**src/rtl/mips_pkg.sv**
```systemverilog
// Shared definitions for the 32-bit MIPS core: opcodes, fetch FSM encoding and reset PC.
package mips_pkg;

    localparam logic [5:0] OP_RTYPE = 6'h00;
    localparam logic [5:0] OP_LW    = 6'h23;
    localparam logic [5:0] OP_SW    = 6'h2B;
    localparam logic [5:0] OP_ADDI  = 6'h08;
    localparam logic [5:0] OP_BEQ   = 6'h04;
    localparam logic [5:0] OP_J     = 6'h02;

    localparam logic [0:0] IFU_FETCH = 1'b0;
    localparam logic [0:0] IFU_EXEC  = 1'b1;

    localparam logic [31:0] RESET_PC_DEFAULT = 32'h0000_0000;

endpackage

```
**src/rtl/pc_next_logic.sv**
```systemverilog
// Next-PC selection for the fetch unit: PC+4, BEQ target or J target (Jump has priority).
module pc_next_logic #(
    parameter int ADDR_WIDTH = 32
) (
    input  logic [ADDR_WIDTH-1:0] pc,
    input  logic [25:0]           instrField,
    input  logic                  jump,
    input  logic                  branch,
    input  logic                  zero,
    output logic [ADDR_WIDTH-1:0] pcPlus4,
    output logic [ADDR_WIDTH-1:0] nextPc
);

    logic [ADDR_WIDTH-1:0] branchOffset;
    logic [ADDR_WIDTH-1:0] branchTarget;
    logic [ADDR_WIDTH-1:0] jumpTarget;

    // All additions are modulo 2^ADDR_WIDTH; carries out are intentionally dropped.
    assign pcPlus4      = pc + ADDR_WIDTH'(4);
    assign branchOffset = {{(ADDR_WIDTH-18){instrField[15]}}, instrField[15:0], 2'b00};
    assign branchTarget = pcPlus4 + branchOffset;
    assign jumpTarget   = {pcPlus4[ADDR_WIDTH-1:28], instrField[25:0], 2'b00};

    always_comb begin
        nextPc = pcPlus4;
        if (jump) begin
            nextPc = jumpTarget;
        end else if (branch && zero) begin
            nextPc = branchTarget;
        end
    end

endmodule

```
**src/rtl/instruction_fetch_unit.sv**
```systemverilog
// MIPS fetch stage: PC/IR registers and a FETCH/EXEC handshake FSM with instruction memory.
// Optional performance counters are compiled in with macro IFU_PERF_CNT_EN.
module instruction_fetch_unit
    import mips_pkg::*;
#(
    parameter int                    ADDR_WIDTH = 32,
    parameter int                    DATA_WIDTH = 32,
    parameter logic [ADDR_WIDTH-1:0] RESET_PC   = RESET_PC_DEFAULT
) (
    input  logic                  CLK,
    input  logic                  RST,
    input  logic                  IFU_Stall,
    input  logic                  IFU_Jump,
    input  logic                  IFU_Branch,
    input  logic                  IFU_Zero,
    output logic                  IFU_IMemReq,
    output logic [ADDR_WIDTH-1:0] IFU_IMemAddr,
    input  logic                  IFU_IMemAck,
    input  logic [DATA_WIDTH-1:0] IFU_IMemRdata,
    output logic [DATA_WIDTH-1:0] IFU_Instr,
    output logic [5:0]            IFU_Opcode,
    output logic [5:0]            IFU_Funct,
    output logic [ADDR_WIDTH-1:0] IFU_PC,
    output logic [ADDR_WIDTH-1:0] IFU_PCPlus4,
    output logic                  IFU_Valid
`ifdef IFU_PERF_CNT_EN
    ,
    output logic [31:0]           IFU_RetireCnt,
    output logic [31:0]           IFU_TakenCnt
`endif
);

    logic [0:0]            stateReg;
    logic                  reqReg;
    logic [ADDR_WIDTH-1:0] pcReg;
    logic [DATA_WIDTH-1:0] instrReg;
    logic [ADDR_WIDTH-1:0] nextPc;
    logic                  commit;

    pc_next_logic #(
        .ADDR_WIDTH (ADDR_WIDTH)
    ) uPcNext (
        .pc         (pcReg),
        .instrField (instrReg[25:0]),
        .jump       (IFU_Jump),
        .branch     (IFU_Branch),
        .zero       (IFU_Zero),
        .pcPlus4    (IFU_PCPlus4),
        .nextPc     (nextPc)
    );

    assign IFU_Valid = (stateReg == IFU_EXEC);
    assign commit    = IFU_Valid && !IFU_Stall;

    // Req is registered; it is also 0 in the first FETCH cycle after reset, so acks then are ignored.
    always_ff @(posedge CLK or posedge RST) begin
        if (RST) begin
            stateReg <= IFU_FETCH;
            reqReg   <= 1'b0;
            pcReg    <= RESET_PC;
            instrReg <= '0;
        end else begin
            case (stateReg)
                IFU_FETCH: begin
                    if (reqReg && IFU_IMemAck) begin
                        instrReg <= IFU_IMemRdata;
                        stateReg <= IFU_EXEC;
                        reqReg   <= 1'b0;
                    end else begin
                        reqReg   <= 1'b1;
                    end
                end
                IFU_EXEC: begin
                    if (commit) begin
                        pcReg    <= nextPc;
                        stateReg <= IFU_FETCH;
                        reqReg   <= 1'b1;
                    end
                end
                default: begin
                    stateReg <= IFU_FETCH;
                    reqReg   <= 1'b0;
                end
            endcase
        end
    end

    assign IFU_IMemReq  = reqReg;
    assign IFU_IMemAddr = pcReg;
    assign IFU_PC       = pcReg;
    assign IFU_Instr    = instrReg;
    assign IFU_Opcode   = instrReg[31:26];
    assign IFU_Funct    = instrReg[5:0];

`ifdef IFU_PERF_CNT_EN
    logic        taken;
    logic [31:0] retireCntReg;
    logic [31:0] takenCntReg;

    assign taken = IFU_Jump || (IFU_Branch && IFU_Zero);

    always_ff @(posedge CLK or posedge RST) begin
        if (RST) begin
            retireCntReg <= '0;
            takenCntReg  <= '0;
        end else if (commit) begin
            retireCntReg <= retireCntReg + 32'd1;
            if (taken) begin
                takenCntReg <= takenCntReg + 32'd1;
            end
        end
    end

    assign IFU_RetireCnt = retireCntReg;
    assign IFU_TakenCnt  = takenCntReg;
`else
    // Counters absent: fetch behaviour is unchanged.
`endif

endmodule

```
**config.mk**
```make
export PLATFORM = sky130hd
export DESIGN_NAME = instruction_fetch_unit
export DESIGN_NICKNAME = d
export VERILOG_FILES = /design/src/rtl/mips_pkg.sv /design/src/rtl/pc_next_logic.sv /design/src/rtl/instruction_fetch_unit.sv
export SDC_FILE = /design/constraint.sdc
export NUM_CORES = 1
export LEC_CHECK = 0
export ABC_AREA = 1
export CAP_MARGIN = 20
export CELL_PAD_IN_SITES_DETAIL_PLACEMENT = 1
export CELL_PAD_IN_SITES_GLOBAL_PLACEMENT = 1
export CORE_MARGIN = 5
export CORE_UTILIZATION = 35
export CTS_BUF_LIST = sky130_fd_sc_hd__clkbuf_4 sky130_fd_sc_hd__clkbuf_8
export DETAILED_ROUTE_END_ITERATION = 10
export PLACE_DENSITY = 0.81
export SLEW_MARGIN = 25
export SYNTH_ARGS = -nofsm -noshare
export SYNTH_HDL_FRONTEND = slang
export SYNTH_SLANG_ARGS = --single-unit
```
**constraint.sdc**
```tcl
create_clock -name CLK -period 3.32 [get_ports CLK]
set_input_delay 0.332 -clock CLK [delete_from_list [all_inputs] [get_ports CLK]]
set_output_delay 0.332 -clock CLK [all_outputs]
set_load 0.05 [all_outputs]
```
==> results of run 1 <==
[flip-flops by register name, summed over array words and instances, names as in the netlist]
name	flops
IFU_Instr	32
IFU_IMemAddr	30
IFU_IMemReq	1
IFU_Valid	1
[worst max-delay path by stage]
stage / start / end / slack (ps) / depth (start not counted)
4_1_cts: IFU_IMemAddr[9] / IFU_IMemAddr[31] / 4 / 20
3_5_place_dp: IFU_IMemAddr[11] / IFU_IMemAddr[31] / -30 / 20
2_1_floorplan: IFU_IMemAddr[8] / IFU_IMemAddr[27] / 8 / 18
6_report: IFU_IMemAddr[6] / IFU_PCPlus4[19] / 70 / 8
3_3_place_gp: IFU_IMemAddr[11] / IFU_IMemAddr[31] / -30 / 20
5_1_grt: IFU_IMemAddr[15] / IFU_IMemAddr[27] / -70 / 18
[tightest hold or removal path, cell delays in order]
cell,delay (ps)
clkdlybuf4s50_1,410
inv_2,70
buf_12,310
[cell type report]
class                      instances  area (µm²)  area share, %
multi-input combinational        800        4380           47.2
timing repair buffer             210        2020           21.8
clock buffer                      13         179           1.93
clock inverter                     2        60.1          0.648
tap                              265         332           3.58
sequential                        64        1620           17.5
inverter                         180         681           7.34
[cells in the mapped netlist, drive strengths merged (2+ instances only)]
library cell	instances	area share, %
nand2	396	22
nor3	14	1.7
nand3b	7	0.76
xnor2	3	0.38
clkbuf	13	0.73
a21oi	43	3.1
nor2	120	7.7
o211ai	2	0.22
o21ai	26	2.1
dfrtp	64	23
xor2	13	1.9
nand3	77	6.0
buf	56	5.9
ha	36	6.6
a21o	2	0.22
and2	7	0.71
clkinv	3	0.24
nor3b	3	0.33
inv	177	9.7
o22ai	2	0.18
nand4	8	0.95
or2	5	0.46
mux2	25	4.1
[per-stage QoR]
stage / hold slack (ps) / TNS [ps]
floorplan: 465 / 0
global placement: 516 / -27.8
detailed placement: 525 / -39.4
CTS: 350 / 0
global route: 378 / -299
finish: 348 / 0
[cell families (layout without fill, tap and decap cells)]
group / after synthesis / count (layout)
muxes: 25 / 25
and+or+nand+nor: 638 / 638
buffers and inverters: 249 / 405
AOI/OAI and AO/OA: 78 / 78
DFF: 64 / 64
xor gates and xnor gates: 16 / 16
adders and majority gates: 37 / 37
other: 1 / 6
[repair_timing]
action / CTS / global route
pin swaps: 0 / 6
endpoints found under the setup margin: 9 / 23
hold buffers: 0 / 0
setup buffers: 0 / 13
gates resized for setup: 1 / 49
hold endpoints to repair: 0 / 0
[metal layers]
layer	global-route usage, %	wire (µm)	up-vias
li1	-	-	3666
met1	32.6	12500	3706
met3	4.67	1600	39
met5	0	0	-
met4	7.14	669	0
met2	42.3	13800	231
==> results.toml, run 1 <==
[outcome]
status = "finished, final reports clean"

[sta]
relSlewSlack_pct = 33.1
maxSlewViolCount = 0
finalSetupViolCount = 0
hold_viol = 0
setup_ws_ps = 66.8
finalCritPeriodShare_pct = 98.0
finalCriticalPeriod_ps = 3250
max_freq_mhz = 307
clock_skew_ps = 22.3
tightest_slew_ps = 1000

[die]
start_util_pct = 35.4
fp.dieW_um = 150
die-height_um = 150
die_area_um2 = 22500
fp.coreArea_um2 = 19400
fp-row-count = 51
io_pins = 181

[yosys]
synth_compound_area_share_pct = 6.19
synthDistinctLibCells = 47
synth-xor-area-share_pct = 2.26
synth_mux_area_share_pct = 4.10
synthesis.area_um2 = 6870
synth_top_family_by_area = "simple AND/OR/NAND/NOR gates"
ys.flop_type = "dfrtp_1"
ys_seq_area_share_pct = 23.3
synth_edf_count = 0
synthArstFlopShare_pct = 100
synth-adder-area-share_pct = 6.84
synth-seq-cells = 64
yosysWarnings = 0
synthSimpleGateAreaFrac_pct = 40.8
synthCells = 1108
syn_avg_cell_area_um2 = 6.20

[worst_setup_path]
r2r-start = "IFU_IMemAddr[9]"
crit_arrival_ps = 2920
r2r-end = "IFU_IMemAddr[18]"
cpLargestDelayFamily = "simple AND/OR/NAND/NOR gates"
required_ps = 2990
crit_top_cell = "nand2_1"
crit_chain = "nand2_2 > inv_1 > nand4_1 > nor2_1 > nand2_1 > nand2_1 > and2_1 > clkdlybuf4s50_1"
slowest_delay_ps = 880
rrSetupSlack_ps = 150
cp-start-kind = "flip-flop"
timing.critical_path.buf_inv = 2
cp_max_fo = 4
crit_slowest_cell = "clkdlybuf4s50_1"
r2r_cells = 17
path_class = "flip-flop to output port"
crit_path_end_kind = "output port"

[route]
postRouteAntennaNets = 0
drc_errors = 0
drt_iter0_drc = 460
routed_wl_um = 28600
num_vias = 7642
first_pass_iters = 5
wire_per_inst_um = 18.7
via_per_inst = 4.98

[placement]
place_hpwl_um = 22500
placed_cell_area_um2 = 8770
routabilityCongestion = 0.885
dp.cells = 1506
pre_cts_slack_ps = -28.7
port-buffer-count = 174

[clock_network]
cts_root_buf = "clkbuf_8"
cts_max_path_buffers = 2
clock-sinks = 64
h-tree-depth = 3
clk_latency_ps = 380
cts_tree = "built"
numCtsBuffers = 9
path_clk_slew_ps = 90

[finish]
final_cell_mix = "382 x nand2_1, 172 x clkdlybuf4s50_1, 167 x inv_1"
final_util_pct = 47.8
syn2layout_area_growth_pct = 34.9
antenna_cells = 0
final_cell_count_no_fill = 1534
final_nets = 1341
drive_above_1_share_pct = 15.0
finalInstanceArea_um2 = 9270
mostFrequentLayoutCell = "nand2_1"
nFillCells = 2594

[global_route]
overflow = 0
grt_max_degree = 65
grt_pass1_wl_um = 43700
grt_usage_pct = 25.0
first_global_vias = 8045
antenna_found_initial = 0

[flow_run]
drv_cap = 0

[hold_path]
min_path_type = "input pin to asynchronous set/reset pin"
Power of run 1 is not shown: default switching activity piles up to over one toggle a cycle in this logic, so the estimate is an artifact.
==> run 2: changes to the inputs <==
--- a/config.mk
+++ b/config.mk
@@ -14,6 +14,7 @@
 export CTS_BUF_LIST = sky130_fd_sc_hd__clkbuf_4 sky130_fd_sc_hd__clkbuf_8
 export DETAILED_ROUTE_END_ITERATION = 10
 export PLACE_DENSITY = 0.81
+export REMOVE_ABC_BUFFERS = 1
 export SLEW_MARGIN = 25
 export SYNTH_ARGS = -nofsm -noshare
 export SYNTH_HDL_FRONTEND = slang
==> run 2 against run 1 <==
  * Utilization fell by 0.42 points
  * First-iteration DRC count fell by 23%
  * Die area did not move
  * Critical path depth did not move
==> results.toml, run 2 (synthesized netlist as in run 1, its figures left out) <==
[sta]
relSlewSlack_pct = 27.3
hold_viol = 0
finalCriticalPeriod_ps = 3210
clock_skew_ps = 16.8
maxSlewViolCount = 0
fin_hold_ws_ps = 404
tightest_slew_ps = 1090
max_freq_mhz = 312
finalCritPeriodShare_pct = 96.7
finalSetupViolCount = 0

[die]
fp.coreArea_um2 = 19400
io_pins = 181
die_area_um2 = 22500
fp-row-count = 51
fp.dieW_um = 150
start_util_pct = 35.4
die-height_um = 150

[placement]
port-buffer-count = 174
place_hpwl_um = 21700
routabilityCongestion = 0.906

[route]
drt_iter0_drc = 354
wire_per_inst_um = 17.8
postRouteAntennaNets = 0
routed_wl_um = 27200
num_vias = 7611
drc_errors = 0
via_per_inst = 4.97
first_pass_iters = 5

[global_route]
antenna_found_initial = 0
first_global_vias = 7817
grt_usage_pct = 23.9
overflow = 0
grt_pass1_wl_um = 42100
grt_max_degree = 45

[worst_setup_path]
crit_chain = "nand2_1 > nor3_4 > nand2_1 > nor2_1 > nand2_1 > nand2_1 > and2_1 > clkdlybuf4s50_1"
required_ps = 2990
cpLargestDelayFamily = "simple AND/OR/NAND/NOR gates"
cp_max_fo = 6
crit_path_end_kind = "output port"
crit_slowest_cell = "clkdlybuf4s50_1"
timing.critical_path.buf_inv = 1
slowest_delay_ps = 860
crit_arrival_ps = 2880
cp-start-kind = "flip-flop"
crit_top_cell = "nand2_1"
path_class = "flip-flop to output port"

[clock_network]
cts_root_buf = "clkbuf_8"
clk_latency_ps = 380
cts_hold_buf = 0
clock-sinks = 64
cts_tree = "built"
h-tree-depth = 3
numCtsBuffers = 9
cts_max_path_buffers = 2
path_clk_slew_ps = 100

[finish]
final_cell_mix = "380 x nand2_1, 173 x clkdlybuf4s50_1, 167 x inv_1"
antenna_cells = 0
final_nets = 1336
drive_above_1_share_pct = 14.3
mostFrequentLayoutCell = "nand2_1"
nFillCells = 2591
syn2layout_area_growth_pct = 33.7
largest_register_ffs = 32
final_util_pct = 47.4

[outcome]
status = "finished, final reports clean"

[hold_path]
min_path_type = "input pin to asynchronous set/reset pin"

[flow_run]
drv_cap = 0
==> run 2: cell types whose count changed in the layout (fill, tap and decap cells not counted), moves of 3 or more <==
cell,delta
nor2_2,-5
clkbuf_8,-4
buf_4,-7
xor2_1,+4
nor2_1,+3
==> run 2: through the flow <==
| step | setup slack, ps | TNS (ps) | area, µm² | instances |
|---|---|---|---|---|
| after detailed placement | -152 | -865 | 8690 | 1503 |
| after floorplan | -760 | -15520 | 6440 | 1044 |
| after global placement | -74.8 | -303 | 8690 | 1503 |
| final | 110 | 0 | 9190 | 1530 |
| after CTS | 13.2 | 0 | 8930 | 1519 |
| after global routing | -22.6 | -101 | 9190 | 1530 |
==> run 2: what timing repair did <==
item,4_1_cts,5_1_grt
buffers inserted,0,11
gates resized for setup,5,51
pin swaps,0,5
endpoints found under the setup margin,17,19
gates cloned,0,0
==> run 2: worst register-to-register path: cells and delay by family, from the launching register on <==
kind	cells	cell delay, ps
AOI/OAI and AO/OA	1	50
DFF	1	450
adders and majority gates	1	410
xor gates and xnor gates	1	240
and+or+nand+nor	13	1800
buffers and inverters	1	110
==> run 2: layout make-up <==
| type | count | area, µm² | share of cell area, % |
|---|---|---|---|
| clock buffer | 9 | 124 | 1.35 |
| clock inverter | 7 | 103 | 1.12 |
| inverter | 180 | 681 | 7.40 |
| multi-input combinational | 800 | 4330 | 47.1 |
| sequential | 64 | 1620 | 17.7 |
| tap | 265 | 332 | 3.61 |
| timing repair buffer | 205 | 2000 | 21.7 |
==> run 2: metal layers <==
layer	track usage (%)	vias to the layer above	share of wire [%]
met2	41.5	203	49
met4	5.95	0	1.9
met3	2.95	40	5.1
li1	-	3665	-
met1	31.7	3703	44
met5	0	-	0
==> run 2: final timing paths <==
| path | from | to | slack [ps] | depth (start not counted) |
|---|---|---|---|---|
| max reg2reg | IFU_IMemAddr[10] | IFU_IMemAddr[18] | 160 | 17 |
| min in group CLK | IFU_IMemRdata[7] | IFU_Instr[7] | 520 | 3 |
| max | IFU_IMemAddr[14] | IFU_PCPlus4[22] | 110 | 8 |
| min | RST | IFU_Instr[5] | 400 | 2 |
| min reg2reg | IFU_Instr[16] | IFU_Instr[16] | 530 | 1 |
| max in group asynchronous | RST | IFU_IMemAddr[18] | 2220 | 3 |
Power of run 2 is left out for the same reason.
